<file path="config.mk">
export PLATFORM = sky130hd
export DESIGN_NAME = dm_arbiter
export DESIGN_NICKNAME = d
export VERILOG_FILES = /design/src/rtl/dm_arbiter_pkg.sv /design/src/rtl/dm_arbiter.sv
export SDC_FILE = /design/constraint.sdc
export NUM_CORES = 1
export LEC_CHECK = 0
export ABC_AREA = 1
export CAP_MARGIN = 20
export CORE_AREA = 2 2 108 110
export CTS_CLUSTER_SIZE = 16
export DETAILED_ROUTE_END_ITERATION = 10
export DIE_AREA = 0 0 110 112
export PLACE_DENSITY = 0.67
export SETUP_SLACK_MARGIN = 0.4
export SYNTH_ARGS = -nofsm -noshare
export SYNTH_HDL_FRONTEND = slang
export SYNTH_SLANG_ARGS = --single-unit
</file>
<file path="constraint.sdc">
create_clock -name clk -period 2.9 [get_ports clk]
set_input_delay 0.435 -clock clk [delete_from_list [all_inputs] [get_ports clk]]
set_output_delay 0.435 -clock clk [all_outputs]
set_load 0.05 [all_outputs]
</file>
<file path="src/rtl/dm_arbiter_pkg.sv">
// dm_arbiter_pkg
//   Shared codes for the data-memory port arbiter:
//   - DM_OP_* access-type codes understood by dm (passed through untouched)
//   - arbiter state encoding (ARB_S_CPU / ARB_S_DMA)
//   - response owner ids (ARB_ID_CPU / ARB_ID_DMA) as seen on rid
package dm_arbiter_pkg;

    // dm access types; sign/zero extension and byte lanes are handled inside dm
    localparam logic [2:0] DM_OP_WD = 3'd0;  // word
    localparam logic [2:0] DM_OP_BS = 3'd1;  // byte, sign-extended load
    localparam logic [2:0] DM_OP_BZ = 3'd2;  // byte, zero-extended load
    localparam logic [2:0] DM_OP_HS = 3'd3;  // half, sign-extended load
    localparam logic [2:0] DM_OP_HZ = 3'd4;  // half, zero-extended load
    localparam logic [2:0] DM_OP_SB = 3'd5;  // byte store
    localparam logic [2:0] DM_OP_SH = 3'd6;  // half store

    // Which requester wins a tie
    typedef enum logic {
        ARB_S_CPU = 1'b0,
        ARB_S_DMA = 1'b1
    } arb_state_e;

    // Owner of a load response
    localparam logic ARB_ID_CPU = 1'b0;
    localparam logic ARB_ID_DMA = 1'b1;

endpackage

</file>
<file path="src/rtl/dm_arbiter.sv">
// dm_arbiter
//   Shares the single data-memory port between the CPU MEM stage and a
//   DMA/debug requester. One access per cycle; CPU wins ties unless the DMA
//   side has been refused WAIT_MAX cycles in a row, in which case the next tie
//   goes to the DMA. dm controls are driven combinationally from the winner;
//   load data is registered and returned the following cycle.
//
// Ports
//   clk, rst                         clock, asynchronous active-high reset
//   cpu_req/we/op/addr/wdata         CPU access request (op = DM_OP_*)
//   cpu_gnt, cpu_stall               CPU access done this cycle / CPU must hold
//   dma_req/we/op/addr/wdata         DMA access request
//   dma_gnt                          DMA access done this cycle
//   rvalid, rid, rdata               load response (cycle after a load grant)
//   dm_w, dm_r, dm_op, dm_addr,
//   dm_wdata, dm_rdata               data-memory port (combinational read)
//   state_dbg                        current tie-break state (arb_state_e)
//
// Handshake: a requester raises req with we/op/addr/wdata and holds all of
// them stable until it sees gnt in the same cycle. gnt=1 means the access is
// performed at the closing posedge; a refused request is not remembered, the
// requester simply keeps asking.
module dm_arbiter
    import dm_arbiter_pkg::*;
#(
    parameter int WAIT_MAX = 4,
    parameter int CW       = 3
) (
    input  logic        clk,
    input  logic        rst,
    input  logic        cpu_req,
    input  logic        cpu_we,
    input  logic [2:0]  cpu_op,
    input  logic [31:0] cpu_addr,
    input  logic [31:0] cpu_wdata,
    output logic        cpu_gnt,
    output logic        cpu_stall,
    input  logic        dma_req,
    input  logic        dma_we,
    input  logic [2:0]  dma_op,
    input  logic [31:0] dma_addr,
    input  logic [31:0] dma_wdata,
    output logic        dma_gnt,
    output logic        rvalid,
    output logic        rid,
    output logic [31:0] rdata,
    output logic        dm_w,
    output logic        dm_r,
    output logic [2:0]  dm_op,
    output logic [31:0] dm_addr,
    output logic [31:0] dm_wdata,
    input  logic [31:0] dm_rdata,
    output logic        state_dbg
);

    localparam logic [CW:0] WAIT_LIM = WAIT_MAX[CW:0];

    arb_state_e    state;
    logic [CW-1:0] starve;
    logic [CW:0]   starve_inc;
    logic          dma_refused;
    logic          load_gnt;

    // Winner selection and dm port mux
    always_comb begin
        cpu_gnt = ~rst & cpu_req & (~dma_req | (state == ARB_S_CPU));
        dma_gnt = ~rst & dma_req & (~cpu_req | (state == ARB_S_DMA));
        cpu_stall = cpu_req & ~cpu_gnt;

        dm_op    = cpu_op;
        dm_addr  = cpu_addr;
        dm_wdata = cpu_wdata;
        dm_w     = cpu_gnt & cpu_we;
        dm_r     = cpu_gnt & ~cpu_we;
        if (dma_gnt) begin
            dm_op    = dma_op;
            dm_addr  = dma_addr;
            dm_wdata = dma_wdata;
            dm_w     = dma_we;
            dm_r     = ~dma_we;
        end

        dma_refused = dma_req & ~dma_gnt;
        // One bit wider so the compare against WAIT_MAX cannot wrap
        starve_inc  = {1'b0, starve} + {{CW{1'b0}}, 1'b1};
        load_gnt    = (cpu_gnt & ~cpu_we) | (dma_gnt & ~dma_we);
    end

    // Tie-break state and starvation counter
    always_ff @(posedge clk or posedge rst) begin
        if (rst) begin
            state  <= ARB_S_CPU;
            starve <= '0;
        end else begin
            if (!dma_refused)
                starve <= '0;
            else if (starve != {CW{1'b1}})
                starve <= starve + 1'b1;

            case (state)
                ARB_S_CPU:
                    if (dma_refused && (starve_inc >= WAIT_LIM))
                        state <= ARB_S_DMA;
                // Priority is handed back right after the DMA is served or
                // gives up, so it never lingers.
                ARB_S_DMA:
                    if (dma_gnt || !dma_req)
                        state <= ARB_S_CPU;
                default:
                    state <= ARB_S_CPU;
            endcase
        end
    end

    // Load response register; rdata keeps its last value between responses
    always_ff @(posedge clk or posedge rst) begin
        if (rst) begin
            rvalid <= 1'b0;
            rid    <= ARB_ID_CPU;
            rdata  <= '0;
        end else if (load_gnt) begin
            rvalid <= 1'b1;
            rid    <= dma_gnt ? ARB_ID_DMA : ARB_ID_CPU;
            rdata  <= dm_rdata;
        end else begin
            rvalid <= 1'b0;
        end
    end

    assign state_dbg = state;

endmodule

</file>
# After elaboration in Yosys (flattened, before gate mapping)
# Cells that the tools add are included.
# op_classes
n_eq_ne	2
n_mux	12
n_addsub	2
reduce_logical	3
bitwise_logic	20
order_cmp	1
# ops
cell	n
32-bit two-way mux	2
1-bit AND	9
3-bit two-way mux	3
1-bit inverter	8
1-bit two-way mux	6
3-bit by 1-bit adder with 4-bit output (second input constant)	1
4-bit by 3-bit greater-or-equal comparator with 1-bit output (second input constant)	1
3-bit by 1-bit adder with 3-bit output (second input constant)	1
3-bit != test (second input constant)	1
1-bit OR	3
2-bit by 1-bit != test with 1-bit output (second input constant)	1
1-bit one-hot mux with 2 select lines	1
1-bit logical AND	1
1-bit zero test	1
1-bit logical OR	1
# totals
output_inout_bits	107
elab_cells	45
reg_bits	38

# Depth between registers and ports, before layout
# logic_depth
word_depth	8
depth_mapped	8
ltp_nobuf	6

# Worst setup path after synthesis
# No wires, ideal clock.
# synth_path
path_kind	register -> output
start	register state, in the netlist state_dbg
end	output cpu_stall
setup_slack_ps	592
n_path_buf	0
path_stages_with_launch	4
arrival_time_ps	1873
t_required_ps	2465
cell_sequence	dfrtp_1 nand2_1 and2_1 nor2_1
# synth_between
elab_chain_len	5
# synth_lines
item	line	rtl
from (decl)	dm_arbiter.sv:58	arb_state_e state;
from (signal assigned)	dm_arbiter.sv:92	state <= ARB_S_CPU;
from (signal assigned)	dm_arbiter.sv:103	state <= ARB_S_DMA;
from (signal assigned)	dm_arbiter.sv:108	state <= ARB_S_CPU;
1-bit inverter	--	
1-bit OR	dm_arbiter.sv:66	cpu_gnt = ~rst & cpu_req & (~dma_req | (state == ARB_S_CPU));
1-bit AND	dm_arbiter.sv:66	
via cpu_gnt	dm_arbiter.sv:36	output logic cpu_gnt,
1-bit inverter	dm_arbiter.sv:68	cpu_stall = cpu_req & ~cpu_gnt;
1-bit AND	dm_arbiter.sv:68	
to (decl)	dm_arbiter.sv:37	output logic cpu_stall,
# The timed path passes the listed nets, and every way through them passes these cells.

# Worst setup path in the final report
# layout_path
start	input dma_req
end	output dm_addr[7]
# layout_between
elab_chain_len	3
# layout_lines
item	line	rtl
from (decl)	dm_arbiter.sv:38	input logic dma_req,
1-bit AND (2 in series)	dm_arbiter.sv:67	dma_gnt = ~rst & dma_req & (~cpu_req | (state == ARB_S_DMA));
32-bit two-way mux	dm_arbiter.sv:75	if (dma_gnt) begin
to (decl)	dm_arbiter.sv:50	output logic [31:0] dm_addr,
# Every way passes these cells.

==> flow_summary_export.csv <==
group,metric,value,unit
synth,synth_edf_count,0,
floorplan,dieArea,0.0123,mm²
clock_tree,cts_hold_buf,0,
setup_path,max_stage_delay,0.51,ns
clock_tree,clkTransAtPathRegs,0.06,ns
synth,ys_warn_count,0,
clock_tree,post_cts_buffers,0,
synth,synth_ff_type,"dfrtp_1",
clock_tree,clock_latency,0.27,ns
grt,antenna_found_initial,3,
grt,top_usage_layer,"met2",
synth,ys_types,17,
clock_tree,clock_sinks,38,
sta,drv_slew,0,
sta,finClkSkew,0.00469,ns
setup_path,regToRegSetupSlack,1.22,ns
setup_path,crit_path_start_kind,"input pin",
setup_path,timing.rr.start,"state_dbg$_DFF_PP0_",
power_and_ir_drop,powerDensity,502,mW/mm²
grt,grt_pass1_vias,3601,
setup_path,cp_cell_sequence,"clkdlybuf4s50_1 > inv_2 > nor2_4 > nand2_2 > inv_2 > buf_12 > nand2_1 > nand2_1 > buf_12",
routing,drt_iter0_drc,171,
clock_tree,cts_max_level,2,
clock_tree,cts_tree,"built",
grt,track_usage,19.4,%
floorplan,die_y,112,µm
power_and_ir_drop,ir_worst_vdd,495,µV
sta,min_period,2.32,ns
job,max_cap_viol_count,0,
synth,synthTopCellsByArea,"nand2_1 43%, dfrtp_1 39%, nand3_1 7.0%, buf_6 2.3%, buf_2 2.3%",
routing,wl,12500,µm
outcome,run_status,"finished, final reports clean",
routing,drtAntennaViolNets,0,
setup_path,path_class,"input pin to output pin",
synth,synth_cells,396,
clock_tree,cts_made_buffers,5,
grt,gr-usage-met2,31.9,%
power_and_ir_drop,p_switching,1250,µW
synth,avgSynthCellArea,6.18,µm²
setup_path,cp.required,2.47,ns
power_and_ir_drop,p_sw_share,39.8,%
setup_path,reg2reg_depth,6,
final_layout,nFillCells,996,
sta,hold_violations,0,
power_and_ir_drop,leakage,0.00304,µW
synth,synth_common_cells,"277 x nand2_1, 38 x dfrtp_1, 34 x nand3_1",
final_layout,drive_gt1_share,14.1,%
routing,via_per_inst,4.36,
sta,slew_headroom,60.1,%
power_and_ir_drop,combPwrFrac,55.5,%
sta,fin_crit_sh,80.1,%
synth,yosysTopAreaCellShare,42.5,%
clock_tree,ctsRootBufferMaster,"clkbuf_16",
setup_path,cp.arrival,1.89,ns
grt,grt_pass1_wl,18900,µm
power_and_ir_drop,seqPwrFrac,22.0,%
routing,dr.pass1.iters,4,
setup_path,r2r-end,"rdata[5]$_DFFE_PP0P_",
synth,syn_area,0.00245,mm²
grt,grt_use_met3,6.03,%
final_layout,final_cell_area,0.00626,mm²
routing,drc_errors,0,
floorplan,fp.dieW,110,µm
synth,synth-seq-area-share,38.9,%
min_path,hold_class,"flop to flop",
clock_tree,cts_resized,0,
sta,tightest_slew,0.597,ns
synth,synthArstFlopShare,100,%
final_layout,nets,839,
sta,fin_tns_setup,0,ns
routing,vias,3538,
synth,synth-seq-cells,38,
power_and_ir_drop,power.share.clock,22.5,%
sta,max_clock_freq,430,MHz
sta,finalSetupViolCount,0,
grt,met1_usage,23.0,%
setup_path,setup.worst_path.start,"dma_req",
placement,gp_congestion,0.865,
floorplan,core-area,0.0112,mm²
setup_path,cp_slowest_cell,"clkdlybuf4s50_1",
final_layout,synthToLayoutAreaGrowth,156,%
synth,syn_nets,570,
floorplan,row_count,39,
synth,synth_area_leader_cell,"nand2_1",
placement,port_buffers,278,
floorplan,io_pins,279,
setup_path,cp_max_fo,35,
sta,rsz0062_at_grt,"false",
placement,hpwlAfterDp,9970,µm
synth,yosysMostFrequentCell,"nand2_1",
clock_tree,clock_path_buffers,2,
placement,placed_cell_area,0.00603,mm²
power_and_ir_drop,p_int,1890,µW
setup_path,endpoint_kind,"output pin",
floorplan,start_util,21.9,%
setup_path,cp-endpoint,"dm_addr[7]",
grt,gr-total-overflow,0,
grt,grt_max_degree,70,
routing,drt-wirelength-per-cell,15.4,µm
## power by group through the flow
stage	Sequential (µW)	Combinational, µW	Clock (µW)
global placement	693	1730	0
detailed placement	693	1740	0
finish	690	1740	706
CTS	691	1750	722
floorplan	1030	535	0
global route	703	1830	745
## worst min path at each step
stage / start / to / slack (ns) / depth (start not counted)
floorplan: starve[1]$_DFFE_PP0P_ / starve[1]$_DFFE_PP0P_ / 0.52 / 2
detailed placement: rdata[31]$_DFFE_PP0P_ / rdata[31]$_DFFE_PP0P_ / 0.50 / 2
global placement: rid$_DFFE_PP0P_ / rid$_DFFE_PP0P_ / 0.49 / 2
finish: rdata[1]$_DFFE_PP0P_ / rdata[1]$_DFFE_PP0P_ / 0.51 / 2
global route: rdata[20]$_DFFE_PP0P_ / rdata[20]$_DFFE_PP0P_ / 0.53 / 2
CTS: rdata[31]$_DFFE_PP0P_ / rdata[31]$_DFFE_PP0P_ / 0.52 / 2
## routing by layer
metal | wire (µm) | part of all wire [%]
met1 | 4740 | 38
met2 | 5900 | 47
met3 | 1410 | 11
met4 | 384 | 3.1
met5 | 16 | 0.13
## stage by stage
stage                     worst slack (ns)  hold WS [ns]  power, µW  utilization (%)  instances
after floorplan                      0.592         0.523       1560                -        396
after global placement               0.521         0.494       2420             54.0        800
after detailed placement             0.503         0.501       2440             54.0        800
after CTS                            0.498         0.520       3160             55.7        808
after global routing                 0.463         0.534       3270             56.0        811
final                                0.576         0.512       3140             56.0        811
## flip-flops by register name, indices dropped and copies added, names as in the netlist
register / count
rdata: 32
starve: 3
rid: 1
rvalid: 1
state_dbg: 1
## layout make-up
cell class | instances | area [µm²] | area share (%)
Tap cell | 143 | 179 | 2.86
Sequential cell | 38 | 951 | 15.2
Timing Repair Buffer | 285 | 3570 | 57.1
Clock buffer | 5 | 125 | 2.00
Clock inverter | 3 | 68.8 | 1.10
Antenna cell | 2 | 5.00 | 0.0800
Multi-Input combinational cell | 327 | 1320 | 21.2
Inverter | 8 | 30.0 | 0.480
## cell families after synthesis
| group | synth area share (%) |
|---|---|
| adders and majority gates | 1.02 |
| and+or+nand+nor | 52.1 |
| AOI/OAI and AO/OA | 0.614 |
| buffers and inverters | 7.01 |
| DFF | 38.9 |
| xor gates and xnor gates | 0.358 |
## critical path, delay by kind of cell
family	cells	cell delay (ns)
buf+inv	5	1.02
simple gates	4	0.40
## layout by cell type (no fill, tap or decap), drive strengths merged, types with 2 or more instances in the layout
cell type and instances:
buf 78, clkdlybuf4s50 206, inv 8, a21oi 3
dfrtp 38, bufinv 2, nand3 36, nor2 5
ha 2, diode 2, clkbuf 6, nand2 279
Power figures use the tool's default switching activity.
